$ cat config.mk
export PLATFORM = sky130hd
export DESIGN_NAME = clk_rst_seq
export DESIGN_NICKNAME = d
export VERILOG_FILES = /design/src/rtl/clk_rst_seq.sv
export SDC_FILE = /design/constraint.sdc
export NUM_CORES = 1
export LEC_CHECK = 0
export ABC_AREA = 1
export CAP_MARGIN = 20
export CORE_MARGIN = 2
export CORE_UTILIZATION = 35
export CTS_BUF_LIST = sky130_fd_sc_hd__clkbuf_16
export CTS_CLUSTER_DIAMETER = 120
export CTS_CLUSTER_SIZE = 25
export DETAILED_ROUTE_END_ITERATION = 8
export PLACE_DENSITY_LB_ADDON = 0.08
export SLEW_MARGIN = 30
export SYNTH_ARGS = -nofsm -noshare
export SYNTH_HDL_FRONTEND = slang
export SYNTH_SLANG_ARGS = --single-unit
$ cat constraint.sdc
create_clock -name clk -period 4 [get_ports clk]
set_input_delay 0.4 -clock clk [delete_from_list [all_inputs] [get_ports clk]]
set_output_delay 0.4 -clock clk [all_outputs]
set_load 0.03 [all_outputs]
$ cat src/rtl/clk_rst_seq.sv
// clk_rst_seq: PLL reset, lock qualification and staggered domain reset release.
// Ports: clk, resetn (async active-low), extlock (async PLL lock), sw_rst
// (one-cycle soft reset request); outputs pll_reset, domain_rstn[NUM_DOMAINS],
// locked (high in RUN), retry_count (saturating PLL retry count).
`timescale 1ns/1ps
module clk_rst_seq #(
    parameter int NUM_DOMAINS    = 2,
    parameter int PLL_RST_CYCLES = 64,
    parameter int LOCK_FILTER    = 1024,
    parameter int LOCK_TIMEOUT   = 65536,
    parameter int STAGGER        = 16
) (
    input  logic                   clk,
    input  logic                   resetn,
    input  logic                   extlock,
    input  logic                   sw_rst,
    output logic                   pll_reset,
    output logic [NUM_DOMAINS-1:0] domain_rstn,
    output logic                   locked,
    output logic [7:0]             retry_count
);

    function automatic int max2(input int a, input int b);
        return (a > b) ? a : b;
    endfunction

    // Last RELEASE count at which a domain bit is released; RUN is entered
    // one count later, so the counter must also hold REL_LAST + 1.
    localparam int REL_LAST = STAGGER * (NUM_DOMAINS - 1);
    localparam int CNT_MAX  = max2(max2(PLL_RST_CYCLES, LOCK_FILTER),
                                   max2(LOCK_TIMEOUT, REL_LAST + 1));
    localparam int CW       = $clog2(CNT_MAX + 1);

    typedef logic [CW-1:0] cnt_t;

    localparam cnt_t PLL_LAST  = cnt_t'(PLL_RST_CYCLES - 1);
    localparam cnt_t FILT_LAST = cnt_t'(LOCK_FILTER - 1);
    localparam cnt_t TO_LAST   = cnt_t'(LOCK_TIMEOUT - 1);
    localparam cnt_t RUN_AT    = cnt_t'(REL_LAST + 1);

    typedef enum logic [2:0] {
        S_PLL_RST,
        S_WAIT_LOCK,
        S_FILTER,
        S_RELEASE,
        S_RUN
    } state_t;

    logic sync1;
    logic lk;

    state_t                 state;
    state_t                 state_d;
    cnt_t                   cnt;
    cnt_t                   cnt_d;
    logic [NUM_DOMAINS-1:0] rstn_d;
    logic [7:0]             retry_d;
    logic [7:0]             retry_inc;

    // Two-flop synchroniser for the asynchronous PLL lock.
    always_ff @(posedge clk or negedge resetn) begin
        if (!resetn) begin
            sync1 <= 1'b0;
            lk    <= 1'b0;
        end else begin
            sync1 <= extlock;
            lk    <= sync1;
        end
    end

    assign retry_inc = (retry_count == 8'hFF) ? retry_count
                                              : retry_count + 8'd1;

    always_comb begin
        state_d = state;
        cnt_d   = cnt;
        rstn_d  = domain_rstn;
        retry_d = retry_count;
        unique case (state)
            S_PLL_RST: begin
                rstn_d = '0;
                if (cnt == PLL_LAST) begin
                    state_d = S_WAIT_LOCK;
                    cnt_d   = '0;
                end else begin
                    cnt_d = cnt + cnt_t'(1);
                end
            end
            S_WAIT_LOCK: begin
                rstn_d = '0;
                if (lk) begin
                    state_d = S_FILTER;
                    cnt_d   = '0;
                end else if (cnt == TO_LAST) begin
                    state_d = S_PLL_RST;
                    cnt_d   = '0;
                    retry_d = retry_inc;
                end else begin
                    cnt_d = cnt + cnt_t'(1);
                end
            end
            S_FILTER: begin
                rstn_d = '0;
                if (!lk) begin
                    state_d = S_WAIT_LOCK;
                    cnt_d   = '0;
                end else if (cnt == FILT_LAST) begin
                    state_d = S_RELEASE;
                    cnt_d   = '0;
                end else begin
                    cnt_d = cnt + cnt_t'(1);
                end
            end
            S_RELEASE: begin
                if (!lk) begin
                    state_d = S_PLL_RST;
                    cnt_d   = '0;
                    rstn_d  = '0;
                    retry_d = retry_inc;
                end else begin
                    // Released bits are sticky; each one rises on its slot.
                    for (int i = 0; i < NUM_DOMAINS; i++) begin
                        if (cnt == cnt_t'(STAGGER * i)) begin
                            rstn_d[i] = 1'b1;
                        end
                    end
                    if (cnt == RUN_AT) begin
                        state_d = S_RUN;
                        cnt_d   = '0;
                    end else begin
                        cnt_d = cnt + cnt_t'(1);
                    end
                end
            end
            S_RUN: begin
                // Lock loss is tested first so it wins over sw_rst.
                if (!lk) begin
                    state_d = S_PLL_RST;
                    cnt_d   = '0;
                    rstn_d  = '0;
                    retry_d = retry_inc;
                end else if (sw_rst) begin
                    state_d = S_RELEASE;
                    cnt_d   = '0;
                    rstn_d  = '0;
                end
            end
            default: begin
                state_d = S_PLL_RST;
                cnt_d   = '0;
                rstn_d  = '0;
            end
        endcase
    end

    // Outputs are registered from the next-state values so they line up
    // with the state they describe.
    always_ff @(posedge clk or negedge resetn) begin
        if (!resetn) begin
            state       <= S_PLL_RST;
            cnt         <= '0;
            pll_reset   <= 1'b1;
            domain_rstn <= '0;
            locked      <= 1'b0;
            retry_count <= 8'd0;
        end else begin
            state       <= state_d;
            cnt         <= cnt_d;
            pll_reset   <= (state_d == S_PLL_RST);
            domain_rstn <= rstn_d;
            locked      <= (state_d == S_RUN);
            retry_count <= retry_d;
        end
    end

endmodule

==> run metrics, run 1 <==
Num Clock Sinks 34; WS Path Type reg2reg; final hold violation count 0; Final period util 64.7%; Critical Path Max Stage Delay 0.40 ns; largest net degree at the start of global routing 35; adder-cell area share of the yosys netlist 3.69%; Setup-failing EPs final 0; Max H-tree Level 2; Mapped Nets 288; nets 307; Clock Skew 0.00246 ns; P_leak 1.20 nW; Setup TNS 0 ns; global-route wire length before repair 7560 um; Ports 16; root buf cell clkbuf_16; max_slew headroom 48.2%; die extent in y 80.2 um; Yosys reg bits 34; most frequent cells in the layout nand2_1, inv_1, dfrtp_1; xor-xnor portion of the synthesized cell area 6.46%; post-synthesis simple-gate area fraction 36.4%; layout cells sized above 1 6.71%; Routed wire per std cell 11.6 um; Tmin final 2.59 ns; synthesis-to-finish area growth 18.5%; RSZ-0062 raised after global routing no; fmax 386 MHz; vias 1,697; Cell Chain, Critical Path ha_1, nand2_1, inv_2, nand2_1, nor2_2, nand3_1, nor2_1, nand3_1, inv_1, ha_1, nor3_1, nor2_1, nand3_1, inv_1, nand2_1, xor2_1; dpl ws 1.43 ns; Overall Power 0.000789 W; Syn Inst Count 278; row cnt 27; post-route ant nets 0; pwr/cell area 327 nW/um2; post_cts resized 0; Die Area 6430 um2; Initial Utilization 36.5%; DRT Pass-1 Iters 4; Critical Path AT 2.76 ns; Slew @ Worst Pin 0.777 ns; Vias/cell 4.59; DRC 0; Final Slew Violations 0; grt ovf 0; Crit Path Max Fanout 8; Die W 80.2 um; cts hold-fix bufs 0; status finished, final reports clean; most common cell after layout, fill and taps aside nand2_1; # port buffers 15; DRT iter0 DRCs 98; slowest CP cell dfrtp_1; Yosys cell types 23; number of max-cap violations 0; GP Congestion 0.826; Yosys warnings 0; final hold slack 0.197 ns; worst skew pair latency 0.28 ns; Hold Path Class in2async; DPL Wire Length 3180 um; total track usage 15.2%; Clock Path Buffers 2; Setup WS post-layout 1.41 ns; TritonCTS buffer count 5; synthesized area per cell 7.31 um2; Compound-Gate Fraction of Synth Area 3.32%; Mapped Area 2030 um2; crit start category register; Max IR drop VDD 0.170 mV; Critical Path End Type register; register area share after synthesis 41.9%; WP data required 4.17 ns; Core ar. 5570 um2; mux share of post-synthesis cell area 0%; CTS clk-pin slew, worst paths 0.05 ns; WL final 4280 um; CTS tree built; largest family of logic cells by synthesized area simple AND/OR/NAND/NOR gates; Setup Buffers After CTS 0; initial antenna violation count 0; vias in the first global route 1,657; n_diodes 0
==> synth_stat cells (all sizes together) <==
master	instances	area [um2]
o21ai	7	35.0
nand2	98	380
buf	3	21.3
a21oi	5	25.0
clkinv	1	3.75
nand3	17	85.1
dfstp	1	26.3
dfrtp	33	826
o21bai	1	7.51
xnor2	4	35.0
inv	38	143
ha	6	75.1
xor2	11	96.3
nor2	33	146
nand4	8	65.1
nor3b	1	7.51
nor3	11	55.1
==> through the flow <==
stage	utilization, %	cells	instance area, um2
finish	43.2	370	2410
CTS	43.2	370	2410
global route	43.2	370	2410
detailed placement	40.3	362	2250
floorplan	-	278	2030
global placement	40.3	362	2250
==> worst paths after layout <==
check	start	to	slack, ns	cells past startpoint
max in group asynchronous	resetn	state[2]$_DFF_PN0_	3.31	1
setup reg to reg	cnt[0]$_DFFE_PN0P_	retry_count[2]$_DFFE_PN0P_	1.41	16
setup / recovery	cnt[0]$_DFFE_PN0P_	retry_count[2]$_DFFE_PN0P_	1.41	16
hold reg to reg	sync1$_DFF_PN0_	lk$_DFF_PN0_	0.34	0
min in group clk	sync1$_DFF_PN0_	lk$_DFF_PN0_	0.34	0
hold / removal	resetn	cnt[9]$_DFFE_PN0P_	0.20	1
==> area by class of cell <==
cell class	count	area, um2
clock buffers	5	125
repair buffers	15	145
inverters	39	146
well taps	72	90.1
flip-flops and latches	34	852
multi-input cells	202	1010
fillers	581	3160
clock inverters	3	37.5
==> layer usage <==
metal | GRT usage, % | share of wire (%) | up-vias | wire (um)
met1 | 20.4 | 52 | 761 | 2210
met2 | 23.8 | 42 | 32 | 1810
met3 | 3.82 | 4.6 | 5 | 196
li1 | - | - | 899 | -
met4 | 5.59 | 1.4 | 0 | 61
met5 | 0 | 0 | - | 0
==> critical path: cells and delay by family (launching register included) <==
family,cells,cell delay [ns]
xor+xnor,1,0.14
fa+ha+maj,2,0.31
buf+inv,3,0.40
flops,1,0.40
simple gates,10,1.20
==> power by group <==
part           switching [W]  internal (W)
sequential       0.000000676      0.000345
combinational     0.00000819    0.00000266
clock               0.000143      0.000289
==> cell families after synthesis <==
family,Yosys count
AND/OR/NAND/NOR,168
buffers and inverters,42
flip-flops,34
XOR/XNOR,15
AO/OA/AOI/OAI,13
adder cells (fa/ha/maj),6
==> flip-flops by register name (all words and copies together), names as in the netlist <==
register and cells:
retry_count 8, sync1 1, state 3, lk 1, pll_reset 1, domain_rstn 2
locked 1, cnt 17
No activity file was read; power rests on OpenSTA's default activity.
==> run 2: changes to the inputs <==
Clock period 4 ns to 2.35 ns, I/O delays scaled along.
==> run 2 against run 1 <==
Net effect: utilization increased by 2.8 points; power up 69%; sequential share of layout area decreased by 2.1 points; non-clock buffer count rose by 16; via count is 3.4% higher; clock power grew 69%; design area rose by 6.4%; die area unchanged; final cell count increased by 4.3%; sequential power grew 70%; worst setup slack got worse by 1.2 ns; clock skew up 0.0027 ns.
==> run metrics, run 2 (synthesis gave the netlist of run 1 again) <==
# port buffers 15; DRC 0; DRT Pass-1 Iters 4; layout cells sized above 1 13.4%; Worst R2R Path Depth 15; WL final 4520 um; # placed instances 374; most common cell after layout, fill and taps aside nand2_1; Max H-tree Level 2; met1 wire length 2320 um; Core ar. 5570 um2; Clock Skew 0.00516 ns; status finished, final reports clean; P_leak 1.28 nW; Final Slew Violations 0; WP data required 2.51 ns; most frequent cells in the layout nand2_1, inv_1, dfrtp_1; nets 323; Crit Path Max Fanout 16; row cnt 27; CP delay by family, top simple AND/OR/NAND/NOR gates; final hold violation count 0; Initial Utilization 36.5%; Hold Path Class in2async; Ports 16; largest register by flop count cnt; crit path capture cnt[9]$_DFFE_PN0P_; die extent in y 80.2 um; total track usage 15.7%; Routed wire per std cell 11.7 um; initial antenna violation count 0; metal3 WL 133 um; r2r endpoint cnt[9]$_DFFE_PN0P_; DPL Wire Length 3290 um; CTS clk-pin slew, worst paths 0.05 ns; Finished Layout Cells 386; WS Path Type reg2reg; Max Used Layer met4; Largest register FFs 17; Die W 80.2 um; Cell Chain, Critical Path ha_1, nand2_1, inv_2, nand2_2, nor2_4, nand3_4, nor2_4, nand3_2, inv_1, ha_1, nor3_1, nand2_1, nand4_4, nand2_1, nand2_1; Die Area 6430 um2; vias 1,754; GP Congestion 0.914; WL met2 1990 um; crit start category register; post-route ant nets 0; slowest CP cell dfrtp_1; worst skew pair latency 0.28 ns; Clock Path Buffers 2; CP Buf/Inv Count 2; critical path depth 15; Critical Path AT 2.30 ns; Setup-failing EPs final 0; Max IR drop VDD 0.238 mV; fmax 468 MHz; pwr/cell area 521 nW/um2; DRT iter0 DRCs 80; Tmin final 2.14 ns; Slew @ Worst Pin 0.762 ns; Vias/cell 4.54; Critical Path Max Stage Delay 0.35 ns; RR Startpoint cnt[0]$_DFFE_PN0P_; Most Frequent Cell on Critical Path nand2_1; grt ovf 0; root buf cell clkbuf_16; Final period util 91.0%; top flop regs cnt x17, retry_count x8, state x3; reg-to-reg slack, setup 0.21 ns; max_slew headroom 49.2%; synthesis-to-finish area growth 26.2%; Worst Setup SP cnt[0]$_DFFE_PN0P_; Layout Utilization 46.0%; Fillers 596; Setup TNS 0 ns; largest net degree at the start of global routing 35; TritonCTS buffer count 5; Critical Path End Type register; CTS tree built; number of max-cap violations 0; global-route wire length before repair 7790 um; Num Clock Sinks 34; vias in the first global route 1,660; n_diodes 0
==> run 2: cell type report <==
type                    count  area, um2  area share (%)
inverters                  39        146            5.71
clock inverters             3       37.5            1.46
clock buffers               5        125            4.88
repair buffers             31        265            10.3
well taps                  72       90.1            3.51
multi-input cells         202       1050            40.9
flip-flops and latches     34        852            33.2
==> run 2: worst min-delay path by stage <==
| stage | to | slack (ns) | cells past startpoint |
|---|---|---|---|
| 5_1_grt | domain_rstn[0]$_DFFE_PN0P_ | 0.10 | 1 |
| 6_report | domain_rstn[0]$_DFFE_PN0P_ | 0.03 | 1 |
| 3_5_place_dp | lk$_DFF_PN0_ | 0.35 | 0 |
| 3_3_place_gp | lk$_DFF_PN0_ | 0.33 | 0 |
| 2_1_floorplan | cnt[0]$_DFFE_PN0P_ | -0.06 | 0 |
| 4_1_cts | domain_rstn[0]$_DFFE_PN0P_ | 0.07 | 1 |
==> run 2: layer usage <==
metal | vias up | track usage (%)
li1 | 933 | -
met1 | 788 | 21.9
met2 | 26 | 23.3
met3 | 7 | 3.71
met4 | 0 | 6.10
met5 | - | 0
==> run 2: worst reg2reg max path: cells and delay by family (launching register included) <==
family                     cells  cell delay [ns]
adders and majority gates      2             0.30
buffers and inverters          2             0.13
DFF                            1             0.35
and+or+nand+nor               11             1.25
==> run 2: metrics by stage <==
| step | setup slack, ns | power (W) | instance area, um2 | hold slack, ns |
|---|---|---|---|---|
| 2_1_floorplan | 0.131 | 0.000601 | 2030 | -0.0606 |
| 3_3_place_gp | 0.184 | 0.000619 | 2340 | 0.334 |
| 3_5_place_dp | 0.0840 | 0.000619 | 2340 | 0.345 |
| 4_1_cts | 0.0716 | 0.00136 | 2500 | 0.0708 |
| 5_1_grt | -0.0328 | 0.00139 | 2560 | 0.102 |
| 6_report | 0.212 | 0.00134 | 2560 | 0.0316 |
==> run 2: power breakdown <==
part	switching [W]	internal [W]	total (W)
combinational	0.0000134	0.00000444	0.0000178
sequential	0.00000128	0.000588	0.000589
clock	0.000238	0.000492	0.000730
==> run 2: timing repair <==
action                     in CTS  in global routing
setup endpoints to repair       0                 25
hold endpoints to repair        0                  0
hold buffers                    0                  0
gates resized for setup         0                  9
setup buffers                   0                  4
==> run 3: changes to the inputs <==
Settings changed: CAP_MARGIN 20 to default.
==> results of run 3 <==
The final DEF is identical to that of run 2; final timing and power are the same.
